--- config.mk ---
export PLATFORM = sky130hd
export DESIGN_NAME = alu_share_arb
export DESIGN_NICKNAME = d
export VERILOG_FILES = /design/src/rtl/alu_share_arb.sv
export SDC_FILE = /design/constraint.sdc
export NUM_CORES = 1
export LEC_CHECK = 0
export CAP_MARGIN = 0
export CORE_MARGIN = 2
export CORE_UTILIZATION = 45
export CTS_BUF_LIST = sky130_fd_sc_hd__clkbuf_8
export CTS_CLUSTER_SIZE = 14
export DETAILED_ROUTE_END_ITERATION = 6
export GPL_TIMING_DRIVEN = 1
export MAX_ROUTING_LAYER = met4
export PLACE_DENSITY = 0.88
export SLEW_MARGIN = 20
export SYNTH_ARGS = -nofsm -noshare
export SYNTH_HDL_FRONTEND = slang
export SYNTH_SLANG_ARGS = --single-unit
--- constraint.sdc ---
create_clock -name clk -period 14.9 [get_ports clk]
set_input_delay 4.47 -clock clk [delete_from_list [all_inputs] [get_ports clk]]
set_output_delay 4.47 -clock clk [all_outputs]
set_load 0.05 [all_outputs]
--- src/rtl/alu_share_arb.sv ---
`default_nettype none
// ============================================================================
// Module   : alu_share_arb
// Brief    : Arbitrates two valid/ready requesters onto one combinational alu
//            and holds each result until its owner accepts it.
// Revision : 1.0 - initial release
// ============================================================================
module alu_share_arb #(
    parameter int DW       = 32,
    parameter int OPW      = 4,
    parameter int ARB_MODE = 0
) (
    input  logic           clk,
    input  logic           rst,

    input  logic           req0_valid,
    output logic           req0_ready,
    input  logic [OPW-1:0] req0_op,
    input  logic [DW-1:0]  req0_a,
    input  logic [DW-1:0]  req0_b,
    input  logic           req1_valid,
    output logic           req1_ready,
    input  logic [OPW-1:0] req1_op,
    input  logic [DW-1:0]  req1_a,
    input  logic [DW-1:0]  req1_b,

    output logic           rsp0_valid,
    input  logic           rsp0_ready,
    output logic [DW-1:0]  rsp0_c,
    output logic [3:0]     rsp0_flags,
    output logic           rsp1_valid,
    input  logic           rsp1_ready,
    output logic [DW-1:0]  rsp1_c,
    output logic [3:0]     rsp1_flags,

    output logic [OPW-1:0] alu_op,
    output logic [DW-1:0]  alu_a,
    output logic [DW-1:0]  alu_b,
    input  logic [DW-1:0]  alu_c,
    input  logic [3:0]     alu_flags,

    output logic           ovf_sticky,
    input  logic           ovf_clr,
    output logic           last_grant
);

    localparam logic [OPW-1:0] c_ALU_NOP   = OPW'(0);
    localparam logic [OPW-1:0] c_ALU_ADD   = OPW'(1);
    localparam logic [OPW-1:0] c_ALU_SUB   = OPW'(2);
    localparam logic [OPW-1:0] c_ALU_AND   = OPW'(3);
    localparam logic [OPW-1:0] c_ALU_OR    = OPW'(4);
    localparam logic [OPW-1:0] c_ALU_SLT   = OPW'(5);
    localparam logic [OPW-1:0] c_ALU_SLTU  = OPW'(6);
    localparam logic [OPW-1:0] c_ALU_ADDU  = OPW'(7);
    localparam logic [OPW-1:0] c_ALU_SUBU  = OPW'(8);
    localparam logic [OPW-1:0] c_ALU_XOR   = OPW'(9);
    localparam logic [OPW-1:0] c_ALU_NOR   = OPW'(10);
    localparam logic [OPW-1:0] c_ALU_LUI   = OPW'(11);
    localparam logic [OPW-1:0] c_ALU_SPADD = OPW'(15);

    typedef enum logic [1:0] {
        ST_IDLE = 2'd0,
        ST_EXEC = 2'd1,
        ST_RESP = 2'd2
    } state_t;

    state_t          r_state;
    state_t          w_state_nxt;

    logic            r_owner;
    logic            r_last_grant;
    logic [OPW-1:0]  r_op;
    logic [DW-1:0]   r_a;
    logic [DW-1:0]   r_b;
    logic            r_rsp0_valid;
    logic            r_rsp1_valid;
    logic [DW-1:0]   r_rsp0_c;
    logic [DW-1:0]   r_rsp1_c;
    logic [3:0]      r_rsp0_flags;
    logic [3:0]      r_rsp1_flags;
    logic            r_ovf;

    logic            w_any_req;
    logic            w_grant;
    logic            w_accept;
    logic            w_rsp_done;
    logic [3:0]      w_flags_cap;

    // Grant is a port index: 0 or 1. Ties go by mode; a lone requester always wins.
    always_comb begin
        w_any_req = req0_valid | req1_valid;
        if (req0_valid && req1_valid) begin
            w_grant = (ARB_MODE == 1) ? 1'b0 : ~r_last_grant;
        end else begin
            w_grant = req1_valid;
        end
    end

    always_comb begin
        w_state_nxt = r_state;
        req0_ready  = 1'b0;
        req1_ready  = 1'b0;
        alu_op      = c_ALU_NOP;
        alu_a       = '0;
        alu_b       = '0;
        w_accept    = 1'b0;
        w_rsp_done  = 1'b0;
        case (r_state)
            ST_IDLE: begin
                if (w_any_req) begin
                    w_accept    = 1'b1;
                    req0_ready  = ~w_grant;
                    req1_ready  = w_grant;
                    w_state_nxt = ST_EXEC;
                end
            end
            ST_EXEC: begin
                alu_op      = r_op;
                alu_a       = r_a;
                alu_b       = r_b;
                w_state_nxt = ST_RESP;
            end
            ST_RESP: begin
                w_rsp_done = r_owner ? rsp1_ready : rsp0_ready;
                if (w_rsp_done) begin
                    w_state_nxt = ST_IDLE;
                end
            end
            default: w_state_nxt = ST_IDLE;
        endcase
    end

    // The alu leaves flags stale for compare/no-op codes, so those are zeroed.
    always_comb begin
        case (r_op)
            c_ALU_ADD, c_ALU_SUB, c_ALU_ADDU, c_ALU_SUBU, c_ALU_AND, c_ALU_OR,
            c_ALU_XOR, c_ALU_NOR, c_ALU_LUI, c_ALU_SPADD: w_flags_cap = alu_flags;
            default:                                       w_flags_cap = 4'b0000;
        endcase
    end

    always_ff @(posedge clk or posedge rst) begin
        if (rst) begin
            r_state <= ST_IDLE;
        end else begin
            r_state <= w_state_nxt;
        end
    end

    always_ff @(posedge clk or posedge rst) begin
        if (rst) begin
            r_owner      <= 1'b0;
            r_last_grant <= 1'b1;
            r_op         <= '0;
            r_a          <= '0;
            r_b          <= '0;
            r_rsp0_valid <= 1'b0;
            r_rsp1_valid <= 1'b0;
            r_rsp0_c     <= '0;
            r_rsp1_c     <= '0;
            r_rsp0_flags <= 4'b0000;
            r_rsp1_flags <= 4'b0000;
            r_ovf        <= 1'b0;
        end else begin
            if (w_accept) begin
                r_owner      <= w_grant;
                r_last_grant <= w_grant;
                r_op         <= w_grant ? req1_op : req0_op;
                r_a          <= w_grant ? req1_a  : req0_a;
                r_b          <= w_grant ? req1_b  : req0_b;
            end
            if (r_state == ST_EXEC) begin
                if (r_owner) begin
                    r_rsp1_c     <= alu_c;
                    r_rsp1_flags <= w_flags_cap;
                    r_rsp1_valid <= 1'b1;
                end else begin
                    r_rsp0_c     <= alu_c;
                    r_rsp0_flags <= w_flags_cap;
                    r_rsp0_valid <= 1'b1;
                end
            end
            if (w_rsp_done) begin
                if (r_owner) begin
                    r_rsp1_valid <= 1'b0;
                end else begin
                    r_rsp0_valid <= 1'b0;
                end
            end
            // A capture that sets the sticky bit outranks a simultaneous clear.
            if ((r_state == ST_EXEC) && w_flags_cap[0]) begin
                r_ovf <= 1'b1;
            end else if (ovf_clr) begin
                r_ovf <= 1'b0;
            end
        end
    end

    assign rsp0_valid = r_rsp0_valid;
    assign rsp1_valid = r_rsp1_valid;
    assign rsp0_c     = r_rsp0_c;
    assign rsp1_c     = r_rsp1_c;
    assign rsp0_flags = r_rsp0_flags;
    assign rsp1_flags = r_rsp1_flags;
    assign ovf_sticky = r_ovf;
    assign last_grant = r_last_grant;

endmodule
`default_nettype wire

==> run_results.csv, run 1 <==
group,metric,value,unit
drt,antenna_left,0,
timing,final-setup-viol-count,0,
power,clockPowerShare,11.7,%
timing,fin_worst_skew,13.62,ps
worst_hold_path,hp-start,"rsp1_flags[0]",
clock_network,cts_tree,"built",
setup_path,worstSetupStartpoint,"req0_valid",
cells_and_area,finalNetCount,999,
setup_path,cp_data_arrival_time,7150,ps
logic_synthesis,synth_top_flop_cell,"dfrtp_1",
clock_network,clock_path_buffers,2,
clock_network,htreeDepth,4,
clock_network,cts_sinks,147,
setup_path,r2r-end,"r_op[0]",
cells_and_area,layout-drive-gt1-share,17.45,%
drt,first_iter_violations,335,
grt,grt_pass1_wl,32490,um
logic_synthesis,synth_fp_nets,691,
setup_path,r2r.worst_path.cells,5,
cells_and_area,final_util,71.62,%
floorplan,dieArea,15820,sq um
cells_and_area,area_growth,56.02,%
run,drv_cap,0,
timing,finalSetupTns,0,ps
grt,grt_max_degree,100,
cells_and_area,final_cells,1015,
power,combPwrFrac,59.9,%
logic_synthesis,synth_top_area_share,54.76,%
clock_network,cts_buffers,17,
cells_and_area,antennaDiodeCount,0,
worst_hold_path,hold_path_class,"reg -> reg",
clock_network,clock_latency,450,ps
timing,rsz0062_at_grt,"no",
floorplan,coreArea,14530,sq um
setup_path,r2r_start,"r_state[0]",
logic_synthesis,synthTopCellsByCount,"dfrtp_1 (146), mux2_2 (76), and2_1 (69)",
floorplan,fp-row-count,44,
clock_network,cts_hold_buf,0,
clock_network,cts_setup_buffers,0,
placement,gp_congestion,0.8924,
drt,drt_pass1_iterations,5,
drt,wl,21300,um
logic_synthesis,synth_edf_count,0,
floorplan,initial_utilization,45.90,%
timing,worst_slew_pin_slew,1071,ps
grt,grt-ovfl-total,0,
timing,max_freq,86.09,MHz
logic_synthesis,postSynthAreaPerCell,13.03,sq um
timing,fin_crit_sh,77.96,%
logic_synthesis,ys_seq_area_share,55.16,%
clock_network,clk_pin_slew,80,ps
drt,vias,5709,
setup_path,worstPathRequired,10430,ps
logic_synthesis,synth_area_leader_cell,"dfrtp_1",
logic_synthesis,synthTopCellsByArea,"dfrtp_1 (55%), mux2_2 (13%), a221o_1 (7.4%)",
setup_path,critical_path_class,"in -> out",
timing,hold_viol_final,0,
logic_synthesis,yosysMostFrequentCell,"dfrtp_1",
setup_path,crit_end,"req0_ready",
outcome,status,"finished clean",
drt,wl_per_cell,20.99,um
clock_network,root_buffer,"clkbuf_8",
setup_path,crit_path_start_kind,"input port",
power,seqPwrFrac,28.4,%
setup_path,crit_path_end_kind,"output pin",
timing,relSlewSlack,28.45,%
drt,routed_via_density,5.625,
power,leakage,4.557,nW
cells_and_area,n_fill_cell,973,
cells_and_area,ff_latch_area,3680,sq um
logic_synthesis,syn_inst,512,
placement,place_inst,985,
logic_synthesis,synthArstFlopShare,100.0,%
floorplan,die_w,125.8,um
logic_synthesis,syn_area,6671,sq um
drt,post-route-drc-count,0,
clock_network,ctsResizeCount,0,
logic_synthesis,synth_seq_cells,147,
placement,port_buffers,324,
setup_path,rrSetupSlack,11900,ps
placement,dp_hpwl,14810,um
power,swShare,47.17,%
logic_synthesis,synth_warnings,0,
floorplan,die_y,125.8,um
logic_synthesis,synth.distinct_cells,34,
power,peakVddDrop,0.1056,mV
floorplan,io_pins,325,
grt,track_usage,27.12,%
timing,maxSlewViolCount,0,
power,p_switching,1.223,mW
timing,period_minus_slack,11620,ps
cells_and_area,multi_input_area,2799,sq um
grt,grt_antenna_before_repair,0,
power,fin_total_pwr,2.592,mW
setup_path,critPathMaxFanout,70,
grt,grt_pass1_vias,5902,
power,power_density,249.0,nW/um^2
power,internal_power,1.369,mW
==> worst max-delay path, cell delays in order <==
cell and delay, ps:
clkdlybuf4s50_1 590, a21boi_4 70, buf_4 330, nor4_4 230, buf_4 500, clkdlybuf4s50_1 920
==> how the worst min path moves through the flow <==
stage	slack (ps)	cells past startpoint	endpoint
after CTS	500	2	rsp0_flags[0]
after detailed placement	470	2	rsp0_flags[0]
after global routing	510	2	rsp0_flags[0]
after floorplan	470	1	r_a[0]
final	490	2	rsp1_flags[0]
after global placement	460	2	rsp0_flags[0]
==> per-layer routing <==
metal	global-route usage, %	routed length (um)	up-vias
li1	-	-	2471
met1	30.34	7863	2873
met2	47.31	11200	311
met3	5.905	1493	54
met4	10.92	739	0
met5	-	0	-
==> flip-flops by register name (all words and copies together) (netlist names), named ones only <==
signal	cells
last_grant	1
ovf_sticky	1
r_a	32
r_b	32
r_op	4
r_owner	1
r_state	2
rsp0_c	32
rsp0_flags	4
rsp1_c	32
rsp1_flags	4
==> metrics by stage <==
step / hold slack [ps] / setup WS [ps] / instance area [sq um]
floorplan: 471.2 / 4811 / 6671
global placement: 456.0 / 3336 / 10030
detailed placement: 473.7 / 3283 / 10030
CTS: 495.1 / 3270 / 10410
global route: 513.6 / 3127 / 10410
finish: 492.0 / 3284 / 10410
==> cell families after synthesis <==
| family | count (synthesis) | synth area share [%] |
|---|---|---|
| and+or+nand+nor | 145 | 13.07 |
| buffers and inverters | 49 | 3.376 |
| muxes | 102 | 18.68 |
| DFF | 147 | 55.16 |
| AOI/OAI and AO/OA | 69 | 9.715 |
==> area by class of cell <==
cell class | instances | share of cell area [%]
flip-flops and latches | 147 | 35.35
repair buffers | 330 | 31.59
multi-input cells | 316 | 26.89
clock buffers | 19 | 2.512
well taps | 184 | 2.212
clock inverters | 11 | 1.106
inverters | 8 | 0.3366
==> power by group through the flow <==
stage	Sequential, mW	Clock [mW]	Combinational (mW)
after detailed placement	0.737	0	1.55
after global placement	0.720	0	1.52
after floorplan	1.06	0	0.711
final	0.736	0.303	1.55
after global routing	0.758	0.326	1.61
after CTS	0.734	0.308	1.56
==> cell usage in the layout (no fill, tap or decap), drive strengths merged <==
master	n
o41ai	4
nand2	13
nand2b	1
clkinv	4
dfstp	1
a221o	49
or3	1
dfrtp	146
a21o	2
or2	1
nand3	1
bufinv	2
nor4	1
mux2	102
o21ai	2
and2	69
o32ai	1
o22a	1
o31ai	4
buf	6
clkbuf	19
clkinvlp	1
clkdlybuf4s50	324
nand3b	1
inv	12
and3	49
a21oi	3
nor2	5
a2111oi	1
and2b	1
or3b	1
nor2b	1
a21boi	2
Power figures use the tool's default switching activity.
==> run 2, diff against run 1 <==
- CORE_UTILIZATION: 45 -> 42
- PLACE_DENSITY: 0.88 -> 0.83
- clock period: 14.9 -> 10.76 ns (I/O delays scaled with it)
==> run 2 against run 1 <==
Against the previous run:
- critical path depth shrank 2
- non-clock buffer count increased by 1
- utilization fell by 4.7 points
- largest cell class unchanged
- highest routed layer unchanged
==> run_results.csv, run 2 (same netlist as run 1, synthesis figures left out) <==
group,metric,value,unit
drt,drt_pass1_iterations,4,
drt,first_iter_violations,267,
setup_path,critPathTopFamily,"buffers and inverters",
floorplan,initial_utilization,42.46,%
cells_and_area,final_cell_mix,"clkdlybuf4s50_1 (324), dfrtp_1 (146), mux2_2 (76)",
floorplan,io_pins,325,
placement,dp_hpwl,14200,um
setup_path,rrSetupSlack,8070,ps
grt,grt-ovfl-total,0,
cells_and_area,antennaDiodeCount,0,
setup_path,crit_slowest_cell,"clkdlybuf4s50_1",
drt,routed_via_density,5.136,
setup_path,crit_path_end_kind,"output pin",
setup_path,r2r.worst_path.cells,6,
drt,wl,19340,um
timing,hold_ws,497.1,ps
floorplan,die_y,130.0,um
cells_and_area,final_cells,1049,
drt,post-route-drc-count,0,
cells_and_area,layout.cells.most_common,"clkdlybuf4s50_1",
clock_network,clk_pin_slew,80,ps
timing,setup_slack,1956,ps
power,internal_power,1.946,mW
power,seqPwrFrac,27.9,%
outcome,status,"finished clean",
power,swShare,46.14,%
floorplan,die_w,130.0,um
grt,grt_antenna_before_repair,0,
timing,maxSlewViolCount,0,
clock_network,root_buffer,"clkbuf_8",
setup_path,r2r-end,"r_b[15]",
power,leakage,4.578,nW
clock_network,cts_sinks,147,
setup_path,worstPathRequired,7530,ps
drt,antenna_left,0,
setup_path,crit_top_cell,"clkdlybuf4s50_1",
setup_path,critical_path.cell_chain,"clkdlybuf4s50_1 -> a21boi_4 -> and2_1 -> clkdlybuf4s50_1",
grt,grt_pass1_wl,28820,um
clock_network,cts_tree,"built",
timing,fin_crit_sh,81.82,%
timing,worst_slew_pin_slew,1012,ps
timing,finalSetupTns,0,ps
setup_path,cp_data_arrival_time,5580,ps
power,peakVddDrop,0.1813,mV
cells_and_area,area_growth,57.71,%
timing,period_minus_slack,8804,ps
cells_and_area,finalNetCount,1000,
floorplan,dieArea,16910,sq um
setup_path,cp_num_cells,4,
clock_network,cts_setup_buffers,0,
worst_hold_path,hold_path_class,"reg -> reg",
power,clockPowerShare,13.2,%
placement,port_buffers,324,
placement,place_inst,1018,
worst_hold_path,min_delay_worst_endpoint,"rsp0_flags[0]",
drt,vias,5388,
power,p_switching,1.667,mW
cells_and_area,layout-drive-gt1-share,18.01,%
setup_path,critPathMaxFanout,23,
timing,fin_worst_skew,8.541,ps
placement,post-place-ws,1944,ps
clock_network,ctsResizeCount,0,
timing,final-setup-viol-count,0,
worst_hold_path,whs_path_depth,2,
grt,grt_max_degree,77,
worst_hold_path,hp-start,"rsp0_flags[0]",
setup_path,critPathMaxStageDelay,820,ps
grt,track_usage,23.09,%
clock_network,htreeDepth,4,
power,power_density,343.3,nW/um^2
clock_network,clock_path_buffers,2,
setup_path,crit_buf_inv,2,
clock_network,clock_latency,430,ps
grt,grt_pass1_vias,5502,
power,fin_total_pwr,3.612,mW
timing,hold_viol_final,0,
timing,rsz0062_at_grt,"no",
setup_path,critical_path_class,"in -> out",
clock_network,cts_buffers,17,
drt,wl_per_cell,18.43,um
run,drv_cap,0,
timing,relSlewSlack,32.55,%
power,combPwrFrac,58.8,%
placement,gp_congestion,0.8028,
timing,max_freq,113.6,MHz
floorplan,fp-row-count,46,
setup_path,r2r_start,"r_state[0]",
clock_network,cts_hold_buf,0,
setup_path,crit_path_start_kind,"input port",
floorplan,coreArea,15710,sq um
-- run 2: changes by cell type in the layout (fill, tap and decap cells not counted), sizes merged --
| cell | change |
|---|---|
| inv | +1 |
| clkinv | -2 |
| bufinv | +2 |
| clkinvlp | +1 |
| clkbuf | -1 |
| buf | +1 |
-- run 2: per-stage QoR --
| step | util [%] | instance area (sq um) |
|---|---|---|
| after detailed placement | 64.12 | 10070 |
| after global placement | 64.12 | 10070 |
| after global routing | 66.96 | 10520 |
| after CTS | 66.96 | 10520 |
| final | 66.96 | 10520 |
| after floorplan | - | 6671 |
-- run 2: worst max path at each step --
stage                       to        from  slack [ps]
CTS                 req1_ready  req1_valid        1940
global route        req1_ready  req1_valid        1830
detailed placement  req1_ready  req1_valid        1940
finish              req1_ready  req1_valid        1960
floorplan           req1_ready  req1_valid        3150
global placement    req1_ready  req1_valid        2020
-- run 2: worst min-delay path: cells and delay by family, from the launching register on --
| kind | cells | cell delay (ps) |
|---|---|---|
| compound gates | 1 | 50 |
| flops | 1 | 360 |
| simple gates | 1 | 50 |
-- run 2: area by class of cell --
cell class | count | area, sq um
clock buffer | 18 | 247.7
clock inverter | 13 | 198.9
fill | 1145 | 5191
inverter | 8 | 35.03
multi-input combinational | 316 | 2794
sequential | 147 | 3680
tap | 216 | 270.3
timing repair buffer | 331 | 3296
-- run 2: power by group through the flow --
stage          sequential, mW  combinational (mW)  clock [mW]
3_3_place_gp             1.00                2.10           0
3_5_place_dp             1.02                2.13           0
6_report                 1.01                2.13       0.478
5_1_grt                  1.04                2.23       0.511
4_1_cts                  1.01                2.14       0.490
2_1_floorplan            1.47               0.985           0
-- run 2: per-layer routing --
layer	part of all wire, %	vias up	global-route usage, %
li1	-	2471	-
met1	38	2641	25.77
met2	52	248	39.94
met3	8.3	28	6.396
met4	1.9	0	7.906
met5	0	-	-
==> run 3, diff against run 2 <==
- clock period: 10.76 -> 8.24 ns (I/O delays scaled with it)
==> run 3 against run 2 <==
Against the previous run:
- die area unchanged
- global-route usage up 0.37 points
- utilization down 0.28 points
- flip-flop and latch count unchanged
- register-to-register slack worse by 2100 ps
- critical path type unchanged
- largest power group unchanged
==> run_results.csv, run 3 (same netlist as run 1, synthesis figures left out) <==
group,metric,value,unit
drt,drt_pass1_iterations,4,
outcome,status,"finished clean",
placement,dp_hpwl,14470,um
power,power_density,444.9,nW/um^2
timing,fin_worst_skew,11.17,ps
worst_hold_path,whs_path_depth,2,
cells_and_area,area_growth,57.05,%
worst_hold_path,min_delay_worst_endpoint,"rsp1_flags[2]",
floorplan,fp-row-count,46,
clock_network,cts_sinks,147,
drt,routed_via_density,5.133,
drt,wl_met3,1560,um
setup_path,r2r-end,"rsp0_flags[1]",
floorplan,dieArea,16910,sq um
timing,period_minus_slack,7146,ps
cells_and_area,final_util,66.68,%
setup_path,crit_path_end_kind,"output pin",
power,internal_power,2.492,mW
setup_path,worstPathRequired,5770,ps
grt,track_usage,23.46,%
floorplan,die_w,130.0,um
timing,setup_slack,1094,ps
drt,vias,5384,
setup_path,r2r.worst_path.cells,3,
grt,grt_pass1_vias,5599,
drt,antenna_left,0,
timing,worst_slew_pin_slew,1047,ps
cells_and_area,antennaDiodeCount,0,
setup_path,crit_slowest_cell,"clkdlybuf4s50_1",
power,p_switching,2.170,mW
power,peakVddDrop,0.2188,mV
drt,wl,19700,um
drt,wl_per_cell,18.78,um
setup_path,r2r_start,"r_state[1]",
worst_hold_path,hp-start,"rsp1_flags[2]",
clock_network,cts_buffers,17,
placement,gp_congestion,0.8372,
timing,hold_ws,499.6,ps
timing,finalSetupTns,0,ps
clock_network,ctsResizeCount,0,
floorplan,io_pins,325,
setup_path,critical_path_class,"in -> out",
setup_path,crit_top_cell,"clkdlybuf4s50_1",
cells_and_area,layout-drive-gt1-share,17.89,%
timing,relSlewSlack,30.21,%
drt,first_iter_violations,268,
setup_path,cp_data_arrival_time,4670,ps
grt,grt_max_degree,90,
cells_and_area,final_cell_mix,"clkdlybuf4s50_1 (324), dfrtp_1 (146), mux2_2 (76)",
setup_path,critPathTopFamily,"buffers and inverters",
cells_and_area,fin_area,10480,sq um
cells_and_area,n_fill_cell,1134,
placement,post-place-ws,1064,ps
grt,grt-ovfl-total,0,
cells_and_area,finalNetCount,1000,
timing,hold_viol_final,0,
clock_network,cts_hold_buf,0,
drt,wl_met1,7649,um
clock_network,cts_setup_buffers,0,
placement,port_buffers,324,
floorplan,die_y,130.0,um
timing,fin_crit_sh,86.72,%
setup_path,crit_path_start_kind,"input port",
power,swShare,46.55,%
clock_network,htreeDepth,4,
timing,rsz0062_at_grt,"no",
placement,placed_cell_area,10070,sq um
power,seqPwrFrac,28.4,%
floorplan,coreArea,15710,sq um
setup_path,critical_path.cell_chain,"clkdlybuf4s50_1 -> a21boi_4 -> and2_1 -> clkdlybuf4s50_1",
worst_hold_path,hold_path_class,"reg -> reg",
timing,final-setup-viol-count,0,
cells_and_area,layout.cells.most_common,"clkdlybuf4s50_1",
drt,highest_layer,"met4",
grt,grt_pass1_wl,29490,um
power,clockPowerShare,12.0,%
grt,grt_antenna_before_repair,0,
power,combPwrFrac,59.7,%
timing,max_freq,139.9,MHz
drt,wl_met2,9951,um
setup_path,crit_buf_inv,2,
clock_network,cts_tree,"built",
setup_path,rrSetupSlack,5930,ps
timing,maxSlewViolCount,0,
run,drv_cap,0,
power,leakage,4.562,nW
clock_network,clock_path_buffers,2,
floorplan,initial_utilization,42.46,%
clock_network,clk_pin_slew,80,ps
drt,post-route-drc-count,0,
setup_path,critPathMaxStageDelay,830,ps
clock_network,clock_latency,420,ps
clock_network,root_buffer,"clkbuf_8",
setup_path,critPathMaxFanout,23,
==> run 3: cell count changes in the layout (fill, tap and decap cells not counted) <==
cell / change
clkinv_4: +1
clkbuf_8: +2
inv_1: +1
clkinv_2: +1
inv_8: -1
bufinv_16: -2
inv_6: -2
==> run 3: layout make-up <==
type,instances,area (sq um),share of cell area [%]
clock buffers,20,275.3,2.627
flip-flops and latches,147,3680,35.12
well taps,216,270.3,2.579
multi-input cells,316,2794,26.67
repair buffers,331,3296,31.45
clock inverters,11,127.6,1.218
inverters,8,35.03,0.3344
==> run 3: worst max path at each step <==
stage	start	end	depth (start not counted)
finish	req1_valid	req1_ready	4
global route	req1_valid	req1_ready	4
CTS	req1_valid	req1_ready	4
detailed placement	req1_valid	req1_ready	4
global placement	req1_valid	req1_ready	4
floorplan	rst	asynchronous set/reset pin	1
==> run 3: worst reg2reg max path: stages, from the launching register on <==
cell	delay, ps
dfrtp_1	510
and2b_2	970
o21ai_2	340
o41ai_1	370
==> run 3: through the flow <==
stage,power (mW),cells
after floorplan,3.202,512
after global placement,4.042,1018
after detailed placement,4.121,1018
after CTS,4.692,1049
after global routing,4.884,1049
final,4.662,1049
==> run 3: metal layers <==
layer	up-vias	track usage, %
met5	-	-
met4	0	9.488
met3	43	6.355
met2	252	39.76
met1	2612	26.36
li1	2477	-
==> run 3: power groups by stage <==
stage / sequential (mW) / clock (mW) / combinational [mW]
3_3_place_gp: 1.30 / 0 / 2.74
4_1_cts: 1.32 / 0.574 / 2.80
2_1_floorplan: 1.92 / 0 / 1.29
5_1_grt: 1.36 / 0.607 / 2.91
6_report: 1.32 / 0.558 / 2.78
3_5_place_dp: 1.33 / 0 / 2.79
